$ cat src/rtl/fetch_pkg.sv
// fetch_pkg: shared types and constants for the instruction fetch block.
//   - state_t     : fetch sequencer states
//   - XLEN/INSTR_W: address and instruction widths
//   - RESET_PC_DEFAULT / PC_STEP_DEFAULT : default parameter values
//   - align_pc()  : clears the two byte-offset bits of an address
package fetch_pkg;

  localparam int XLEN    = 32;
  localparam int INSTR_W = 32;

  localparam logic [XLEN-1:0] RESET_PC_DEFAULT = 32'h0000_0000;
  localparam logic [XLEN-1:0] PC_STEP_DEFAULT  = 32'd4;

  typedef enum logic [1:0] {
    ST_FETCH = 2'd0,  // request may be issued
    ST_WAIT  = 2'd1,  // request granted, waiting for rvalid
    ST_HOLD  = 2'd2,  // buffer and hold register both occupied
    ST_DROP  = 2'd3   // redirected while a response is still owed
  } state_t;

  function automatic logic [XLEN-1:0] align_pc(input logic [XLEN-1:0] addr);
    return {addr[XLEN-1:2], 2'b00};
  endfunction

endpackage

$ cat src/rtl/fetch_if.sv
// fetch_if: instruction memory request/response bus.
//   imem_req/imem_addr     : fetch request (master -> slave)
//   imem_gnt               : request accepted this cycle (slave -> master)
//   imem_rvalid/imem_rdata : read response, no backpressure (slave -> master)
interface fetch_if;
  import fetch_pkg::*;

  logic               imem_req;
  logic [XLEN-1:0]    imem_addr;
  logic               imem_gnt;
  logic               imem_rvalid;
  logic [INSTR_W-1:0] imem_rdata;

  modport master (
    output imem_req, imem_addr,
    input  imem_gnt, imem_rvalid, imem_rdata
  );

  modport slave (
    input  imem_req, imem_addr,
    output imem_gnt, imem_rvalid, imem_rdata
  );

endinterface

$ cat src/rtl/fetch_skid_buffer.sv
// fetch_skid_buffer: registered fetch-latch output entry plus one hold slot.
//   clk, reset   : clock, synchronous active-high reset
//   flush        : invalidate the entry and discard the hold slot
//   stall        : downstream stall; the entry is consumed when valid & ~stall
//   load         : write {in_pc, in_instr} straight into the output entry
//   hold_load    : write {in_pc, in_instr} into the hold slot
//   promote      : move the hold slot into the output entry
//   valid/pc/instr : registered output entry
module fetch_skid_buffer
  import fetch_pkg::*;
(
  input  logic               clk,
  input  logic               reset,
  input  logic               flush,
  input  logic               stall,
  input  logic               load,
  input  logic               hold_load,
  input  logic               promote,
  input  logic [XLEN-1:0]    in_pc,
  input  logic [INSTR_W-1:0] in_instr,
  output logic               valid,
  output logic [XLEN-1:0]    pc,
  output logic [INSTR_W-1:0] instr
);

  logic               valid_reg;
  logic [XLEN-1:0]    pc_reg;
  logic [INSTR_W-1:0] instr_reg;
  logic [XLEN-1:0]    hold_pc_reg;
  logic [INSTR_W-1:0] hold_instr_reg;

  always_ff @(posedge clk) begin
    if (reset) begin
      valid_reg      <= 1'b0;
      pc_reg         <= '0;
      instr_reg      <= '0;
      hold_pc_reg    <= '0;
      hold_instr_reg <= '0;
    end else if (flush) begin
      valid_reg      <= 1'b0;
      hold_pc_reg    <= '0;
      hold_instr_reg <= '0;
    end else begin
      // A new entry replaces the one being consumed at the same edge.
      if (load) begin
        valid_reg <= 1'b1;
        pc_reg    <= in_pc;
        instr_reg <= in_instr;
      end else if (promote) begin
        valid_reg <= 1'b1;
        pc_reg    <= hold_pc_reg;
        instr_reg <= hold_instr_reg;
      end else if (valid_reg && !stall) begin
        valid_reg <= 1'b0;
        pc_reg    <= '0;
        instr_reg <= '0;
      end
      if (hold_load) begin
        hold_pc_reg    <= in_pc;
        hold_instr_reg <= in_instr;
      end
    end
  end

  assign valid = valid_reg;
  assign pc    = pc_reg;
  assign instr = instr_reg;

endmodule

$ cat src/rtl/fetch_controller.sv
// fetch_controller: IF-stage fetch sequencer driving the IF/ID fetch latch.
//   clk, reset          : clock, synchronous active-high reset
//   stall               : downstream stall, latch holds while high
//   redirect/redirect_pc: one-cycle redirect pulse and target
//   imem                : instruction memory bus (fetch_if.master)
//   fl_valid/fl_pc/fl_instr : registered fetch latch entry
//   fl_flush            : latch clear, reset | redirect
module fetch_controller
  import fetch_pkg::*;
#(
  parameter logic [XLEN-1:0] RESET_PC = RESET_PC_DEFAULT,
  parameter logic [XLEN-1:0] PC_STEP  = PC_STEP_DEFAULT
) (
  input  logic               clk,
  input  logic               reset,
  input  logic               stall,
  input  logic               redirect,
  input  logic [XLEN-1:0]    redirect_pc,
  fetch_if.master            imem,
  output logic               fl_valid,
  output logic [XLEN-1:0]    fl_pc,
  output logic [INSTR_W-1:0] fl_instr,
  output logic               fl_flush
);

  state_t          state_reg;
  state_t          state_next;
  logic [XLEN-1:0] pc_reg;

  logic buf_valid;
  logic consume;
  logic buf_load;
  logic hold_load;
  logic promote;

  assign consume = buf_valid & ~stall;

  // State register
  always_ff @(posedge clk) begin
    if (reset) begin
      state_reg <= ST_FETCH;
    end else begin
      state_reg <= state_next;
    end
  end

  // Next-state logic; redirect wins over every other transition.
  always_comb begin
    state_next = state_reg;
    case (state_reg)
      ST_FETCH: begin
        if (!redirect && imem.imem_gnt) state_next = ST_WAIT;
      end
      ST_WAIT: begin
        if (redirect) begin
          state_next = imem.imem_rvalid ? ST_FETCH : ST_DROP;
        end else if (imem.imem_rvalid) begin
          state_next = (!buf_valid || consume) ? ST_FETCH : ST_HOLD;
        end
      end
      ST_HOLD: begin
        if (redirect || !stall) state_next = ST_FETCH;
      end
      ST_DROP: begin
        // The owed response retires the drop even if another redirect arrives.
        if (imem.imem_rvalid) state_next = ST_FETCH;
      end
      default: state_next = ST_FETCH;
    endcase
  end

  // Output / datapath control
  always_comb begin
    imem.imem_req = 1'b0;
    buf_load      = 1'b0;
    hold_load     = 1'b0;
    promote       = 1'b0;
    case (state_reg)
      ST_FETCH: imem.imem_req = ~redirect & ~reset;
      ST_WAIT: begin
        if (!redirect && imem.imem_rvalid) begin
          buf_load  = ~buf_valid | consume;
          hold_load = buf_valid & ~consume;
        end
      end
      ST_HOLD: promote = ~redirect & ~stall;
      default: ;
    endcase
  end

  // PC register; advances only when a response is actually kept.
  always_ff @(posedge clk) begin
    if (reset) begin
      pc_reg <= RESET_PC;
    end else if (redirect) begin
      pc_reg <= align_pc(redirect_pc);
    end else if (state_reg == ST_WAIT && imem.imem_rvalid) begin
      pc_reg <= pc_reg + PC_STEP;
    end
  end

  assign imem.imem_addr = pc_reg;
  assign fl_flush       = reset | redirect;

  fetch_skid_buffer u_skid (
    .clk       (clk),
    .reset     (reset),
    .flush     (redirect),
    .stall     (stall),
    .load      (buf_load),
    .hold_load (hold_load),
    .promote   (promote),
    .in_pc     (pc_reg),
    .in_instr  (imem.imem_rdata),
    .valid     (buf_valid),
    .pc        (fl_pc),
    .instr     (fl_instr)
  );

  assign fl_valid = buf_valid;

endmodule

$ cat src/flat_wrapper.sv
// flat-port wrapper written by rule: the top's interface ports become plain ports
module fetch_controller_flat import fetch_pkg::*;
#(
  parameter logic [XLEN-1:0] RESET_PC = RESET_PC_DEFAULT,
  parameter logic [XLEN-1:0] PC_STEP  = PC_STEP_DEFAULT
)
  (clk, reset, stall, redirect, redirect_pc, fl_valid, fl_pc, fl_instr, fl_flush, imem_imem_req, imem_imem_addr, imem_imem_gnt, imem_imem_rvalid, imem_imem_rdata);
  fetch_if imem_i ();
  input  logic clk;
  input  logic reset;
  input  logic stall;
  input  logic redirect;
  input  logic [XLEN-1:0] redirect_pc;
  output logic fl_valid;
  output logic [XLEN-1:0] fl_pc;
  output logic [INSTR_W-1:0] fl_instr;
  output logic fl_flush;
  output wire logic [$bits(imem_i.imem_req)-1:0] imem_imem_req;
  output wire logic [$bits(imem_i.imem_addr)-1:0] imem_imem_addr;
  input wire logic [$bits(imem_i.imem_gnt)-1:0] imem_imem_gnt;
  input wire logic [$bits(imem_i.imem_rvalid)-1:0] imem_imem_rvalid;
  input wire logic [$bits(imem_i.imem_rdata)-1:0] imem_imem_rdata;
  assign imem_imem_req = imem_i.imem_req;
  assign imem_imem_addr = imem_i.imem_addr;
  assign imem_i.imem_gnt = imem_imem_gnt;
  assign imem_i.imem_rvalid = imem_imem_rvalid;
  assign imem_i.imem_rdata = imem_imem_rdata;
  fetch_controller #(.RESET_PC(RESET_PC), .PC_STEP(PC_STEP)) u_core (.clk(clk), .reset(reset), .stall(stall), .redirect(redirect), .redirect_pc(redirect_pc), .imem(imem_i), .fl_valid(fl_valid), .fl_pc(fl_pc), .fl_instr(fl_instr), .fl_flush(fl_flush));
endmodule
$ cat config.mk
export PLATFORM = sky130hd
export DESIGN_NAME = fetch_controller_flat
export DESIGN_NICKNAME = d
export VERILOG_FILES = /design/src/rtl/fetch_pkg.sv /design/src/rtl/fetch_if.sv /design/src/rtl/fetch_skid_buffer.sv /design/src/rtl/fetch_controller.sv /design/src/flat_wrapper.sv
export SDC_FILE = /design/constraint.sdc
export NUM_CORES = 1
export LEC_CHECK = 0
export CORE_MARGIN = 2
export CORE_UTILIZATION = 40
export CTS_CLUSTER_DIAMETER = 30
export DETAILED_ROUTE_END_ITERATION = 7
export GPL_TIMING_DRIVEN = 0
export MAX_ROUTING_LAYER = met4
export PLACE_DENSITY = 0.68
export SLEW_MARGIN = 5
export SYNTH_ARGS = -nofsm -noshare
export SYNTH_HDL_FRONTEND = slang
export SYNTH_SLANG_ARGS = --single-unit
$ cat constraint.sdc
create_clock -name clk -period 4.93 [get_ports clk]
set_input_delay 1.2325 -clock clk [delete_from_list [all_inputs] [get_ports clk]]
set_output_delay 1.2325 -clock clk [all_outputs]
set_load 0.01 [all_outputs]
==> run summary <==
## Timing
• 0 — Final Slew Violations
• 0 — final setup vio count
• 0.00927 ns — worst setup skew after layout
• 0.232 GHz — highest clock rate
• 0.804 ns — actual transition at the worst max-transition pin
• 0 ns — Setup Total Neg Slack
• no — setup repair after global routing missed its margin
• 87.5% — Final Cycle Share
• 46.3% — slew margin rel.
• 0 — hold violation total from the final report
• 4.31 ns — final critical delay including setup and external delays

## Synth
• 8.58 sq um — Post-Synthesis Mean Instance Area
• 157 — #FFs+latches synth
• 0.155% — fraction of synthesized area in multiplexers
• 22.9% — simple-gate area share of the yosys netlist
• sky130_fd_sc_hd__dfxtp_1 — largest area contributor in the netlist
• 21.2% — complex-gate fraction of the synthesized area
• 1.22% — Synth Area in XOR/XNOR
• 50 — number of distinct library cells after synthesis
• 0 — number of enable flip-flop cells after synthesis
• 0 — YS warnings
• 48.7% — Synth top area share
• sky130_fd_sc_hd__dfxtp_1, sky130_fd_sc_hd__nand2_1, sky130_fd_sc_hd__nor2_1 — most frequent cells after synthesis
• simple AND/OR/NAND/NOR gates — largest family of logic cells by synthesized area
• 0.194% — adder-cell area share of the yosys netlist
• sky130_fd_sc_hd__dfxtp_1 — leading cell type by number of instances after synthesis
• 6450 sq um — post-synthesis instance area
• 0% — share of flip-flops with an asynchronous set or reset
• 752 — number of cells produced by synthesis
• sky130_fd_sc_hd__dfxtp_1, sky130_fd_sc_hd__a222oi_1, sky130_fd_sc_hd__nand2_1 — dominant cells by area after synthesis
• 48.7% — share of the yosys chip area belonging to registers
• sky130_fd_sc_hd__dfxtp_1 — Post-synth top flop

## Clock network
• 0 — PostCTS Resize Cnt
• 17 — total clock buffers created by CTS
• sky130_fd_sc_hd__clkbuf_16 — Clk Tree Root Cell
• 0 — post-CTS repair timing setup buffer count
• 2 — deepest clock path buffer count
• 0 — number of hold buffers added after cts
• 0.43 ns — clock latency on the worst-skew pair
• 157 — Num Clock Sinks
• 0.06 ns — Reg clk slew, reported paths
• 4 — H-tree lvl count
• yes — TritonCTS clock tree

## Global route
• 0 — number of antenna violations at the first check in global routing
• 32.9% — global-route track usage on met1
• 5888 — vias in the first global route
• 17 — maximum number of pins on one net before global-route repair
• 24.9% — combined global-route utilization of all metal layers
• met2 — global routing's busiest layer
• 32.0 mm — wire length of the first global-routing pass
• 37.2% — met2 usage in global routing
• 0 — total grt overflow
• 7.29% — met3 global-route usage

## Power
• 0.705 mW — switching power of the nets
• 3.03 nW — leakage dissipation
• 2.38 mW — Internal Power
• 3.09 mW — Design Power
• 8.1% — portion of total power attributed to combinational logic
• 0.000226 V — VDD IR max
• 43.0% — sequential fraction of design power
• 342 nW/um^2 — pwr dens
• 22.8% — Net Sw Frac
• 48.9% — clock network fraction of design power

## Outcome
• complete, no violations — run status

## Routing
• 752 — drt first-iter violations
• 0 — total DRC errors in the routed layout
• 5.57 — vias per std cell
• 20.8 mm — drt total wl
• 7 — number of iterations in the first detailed-routing pass
• 0 — antenna violation net count after detailed routing
• 17.8 microns — wire length per cell
• 6484 — total number of vias

## Setup path
• imem_imem_req — Worst Setup EP
• in2out — category of the most critical setup path
• u_core.state_reg[0] — launch instance of the worst register-to-register path
• reset — first element of the critical path
• u_core.u_skid.pc[22] — end of the worst register-to-register path
• 3.08 ns — Critical Path AT
• input port — critical path launch point type
• 2.35 ns — R2R Setup Slk
• 10 — largest fanout of any net on the critical path
• 6 — R2R cell count
• 3.70 ns — Required @ worst endpoint
• primary output — Setup crit end kind

## Run
• 0 — maximum capacitance violations

## Floorplanning
• 46 — standard-cell row count
• 40.8% — initial cell density of the core
• 17200 sq um — total die area
• 131 microns — horizontal die dimension
• 169 — Boundary Pins
• 15800 sq um — Core Footprint
• 131 microns — Vert. Die Dim

## Finish
• 1006 — nets
• 57.0% — post-route core utilization
• 6.01% — share of post-route cells with drive strength above 1
• 39.8% — signed area change from the synthesized netlist to the final layout
• 1164 — Finished Layout Cells
• 0 — final antenna diode count

## Place
• 0.836 — gpl congestion
• 1132 — Post-Place Cells
• 14.3 mm — HPWL Detailed
• 161 — count of port buffers added during placement

## Min path
• reg2reg — type of the most critical hold path

==> power groups by stage <==
stage / Sequential, mW / Clock (mW) / Combinational (mW)
2_1_floorplan: 1.36 / 0 / 0.0946
6_report: 1.33 / 1.51 / 0.250
4_1_cts: 1.33 / 1.52 / 0.249
3_3_place_gp: 1.36 / 0 / 0.247
3_5_place_dp: 1.36 / 0 / 0.248
5_1_grt: 1.33 / 1.57 / 0.270
==> layout make-up <==
class / instances / area, sq um
fillers: 1430 / 6810
flip-flops and latches: 157 / 3140
multi-input cells: 511 / 2960
repair buffers: 161 / 1610
clock buffers: 18 / 439
plain buffers: 74 / 307
well taps: 216 / 270
clock inverters: 14 / 238
inverters: 13 / 48.8
==> metrics by stage <==
step | instance area, sq um | setup WS, ns | hold slack [ns]
floorplan | 6460 | 1.67 | 0.436
CTS | 9020 | 0.613 | 0.457
global route | 9020 | 0.475 | 0.469
finish | 9020 | 0.616 | 0.454
detailed placement | 8340 | 0.637 | 0.447
global placement | 8340 | 0.621 | 0.444
==> critical path, stage by stage <==
cell and delay, ns:
sky130_fd_sc_hd__clkdlybuf4s50_1 0.46, sky130_fd_sc_hd__nor2_1 0.16, sky130_fd_sc_hd__inv_1 0.08, sky130_fd_sc_hd__clkbuf_1 0.30
sky130_fd_sc_hd__nor3_1 0.22, sky130_fd_sc_hd__clkdlybuf4s50_1 0.62
==> cells by family (layout without fill, tap and decap cells) <==
family | after synthesis | after routing
other cells | 1 | 4
simple gates | 314 | 314
buf+inv | 87 | 280
fa+ha+maj | 1 | 1
mux | 1 | 1
compound gates | 182 | 182
flops | 157 | 157
xor+xnor | 9 | 9
==> placed cells by master (no fill, tap or decap), types with 3 or more instances in the layout <==
cell type,n
sky130_fd_sc_hd__buf_4,4
sky130_fd_sc_hd__nand4_1,9
sky130_fd_sc_hd__o31ai_1,4
sky130_fd_sc_hd__and4_1,10
sky130_fd_sc_hd__conb_1,4
sky130_fd_sc_hd__a211oi_1,10
sky130_fd_sc_hd__nor3b_1,5
sky130_fd_sc_hd__nand3b_1,4
sky130_fd_sc_hd__clkbuf_1,54
sky130_fd_sc_hd__nand3_1,12
sky130_fd_sc_hd__clkbuf_16,17
sky130_fd_sc_hd__nand2_1,142
sky130_fd_sc_hd__buf_2,10
sky130_fd_sc_hd__clkdlybuf4s50_1,161
sky130_fd_sc_hd__a222oi_1,62
sky130_fd_sc_hd__nor4_1,5
sky130_fd_sc_hd__a21oi_1,70
sky130_fd_sc_hd__nor3_1,5
sky130_fd_sc_hd__nor2_1,91
sky130_fd_sc_hd__dfxtp_1,157
sky130_fd_sc_hd__xor2_1,3
sky130_fd_sc_hd__inv_1,13
sky130_fd_sc_hd__clkinv_2,3
sky130_fd_sc_hd__or3_1,6
sky130_fd_sc_hd__or4_1,9
sky130_fd_sc_hd__bufinv_16,6
sky130_fd_sc_hd__a311oi_1,9
sky130_fd_sc_hd__xnor2_1,6
sky130_fd_sc_hd__a2111oi_0,5
sky130_fd_sc_hd__nor4b_1,4
sky130_fd_sc_hd__o21ai_0,11
sky130_fd_sc_hd__buf_1,5
==> worst min-delay path by stage <==
stage                                     startpoint                               end  slack (ns)  depth (start not counted)
finish              u_core.u_skid.hold_instr_reg[15]  u_core.u_skid.hold_instr_reg[15]        0.45                          2
global route         u_core.u_skid.hold_instr_reg[4]   u_core.u_skid.hold_instr_reg[4]        0.47                          2
CTS                 u_core.u_skid.hold_instr_reg[15]  u_core.u_skid.hold_instr_reg[15]        0.46                          2
detailed placement     u_core.u_skid.hold_pc_reg[25]     u_core.u_skid.hold_pc_reg[25]        0.45                          2
global placement    u_core.u_skid.hold_instr_reg[26]  u_core.u_skid.hold_instr_reg[26]        0.44                          2
floorplan            u_core.u_skid.hold_instr_reg[0]   u_core.u_skid.hold_instr_reg[0]        0.44                          2
==> metal layers <==
layer / vias to the layer above / wire length [microns] / share of wire [%]
li1: 3120 / - / -
met1: 3046 / 9240 / 44
met2: 294 / 9230 / 44
met3: 24 / 1960 / 9.4
met4: 0 / 336 / 1.6
met5: - / 0 / 0
No activity file was read; power rests on OpenSTA's default activity.
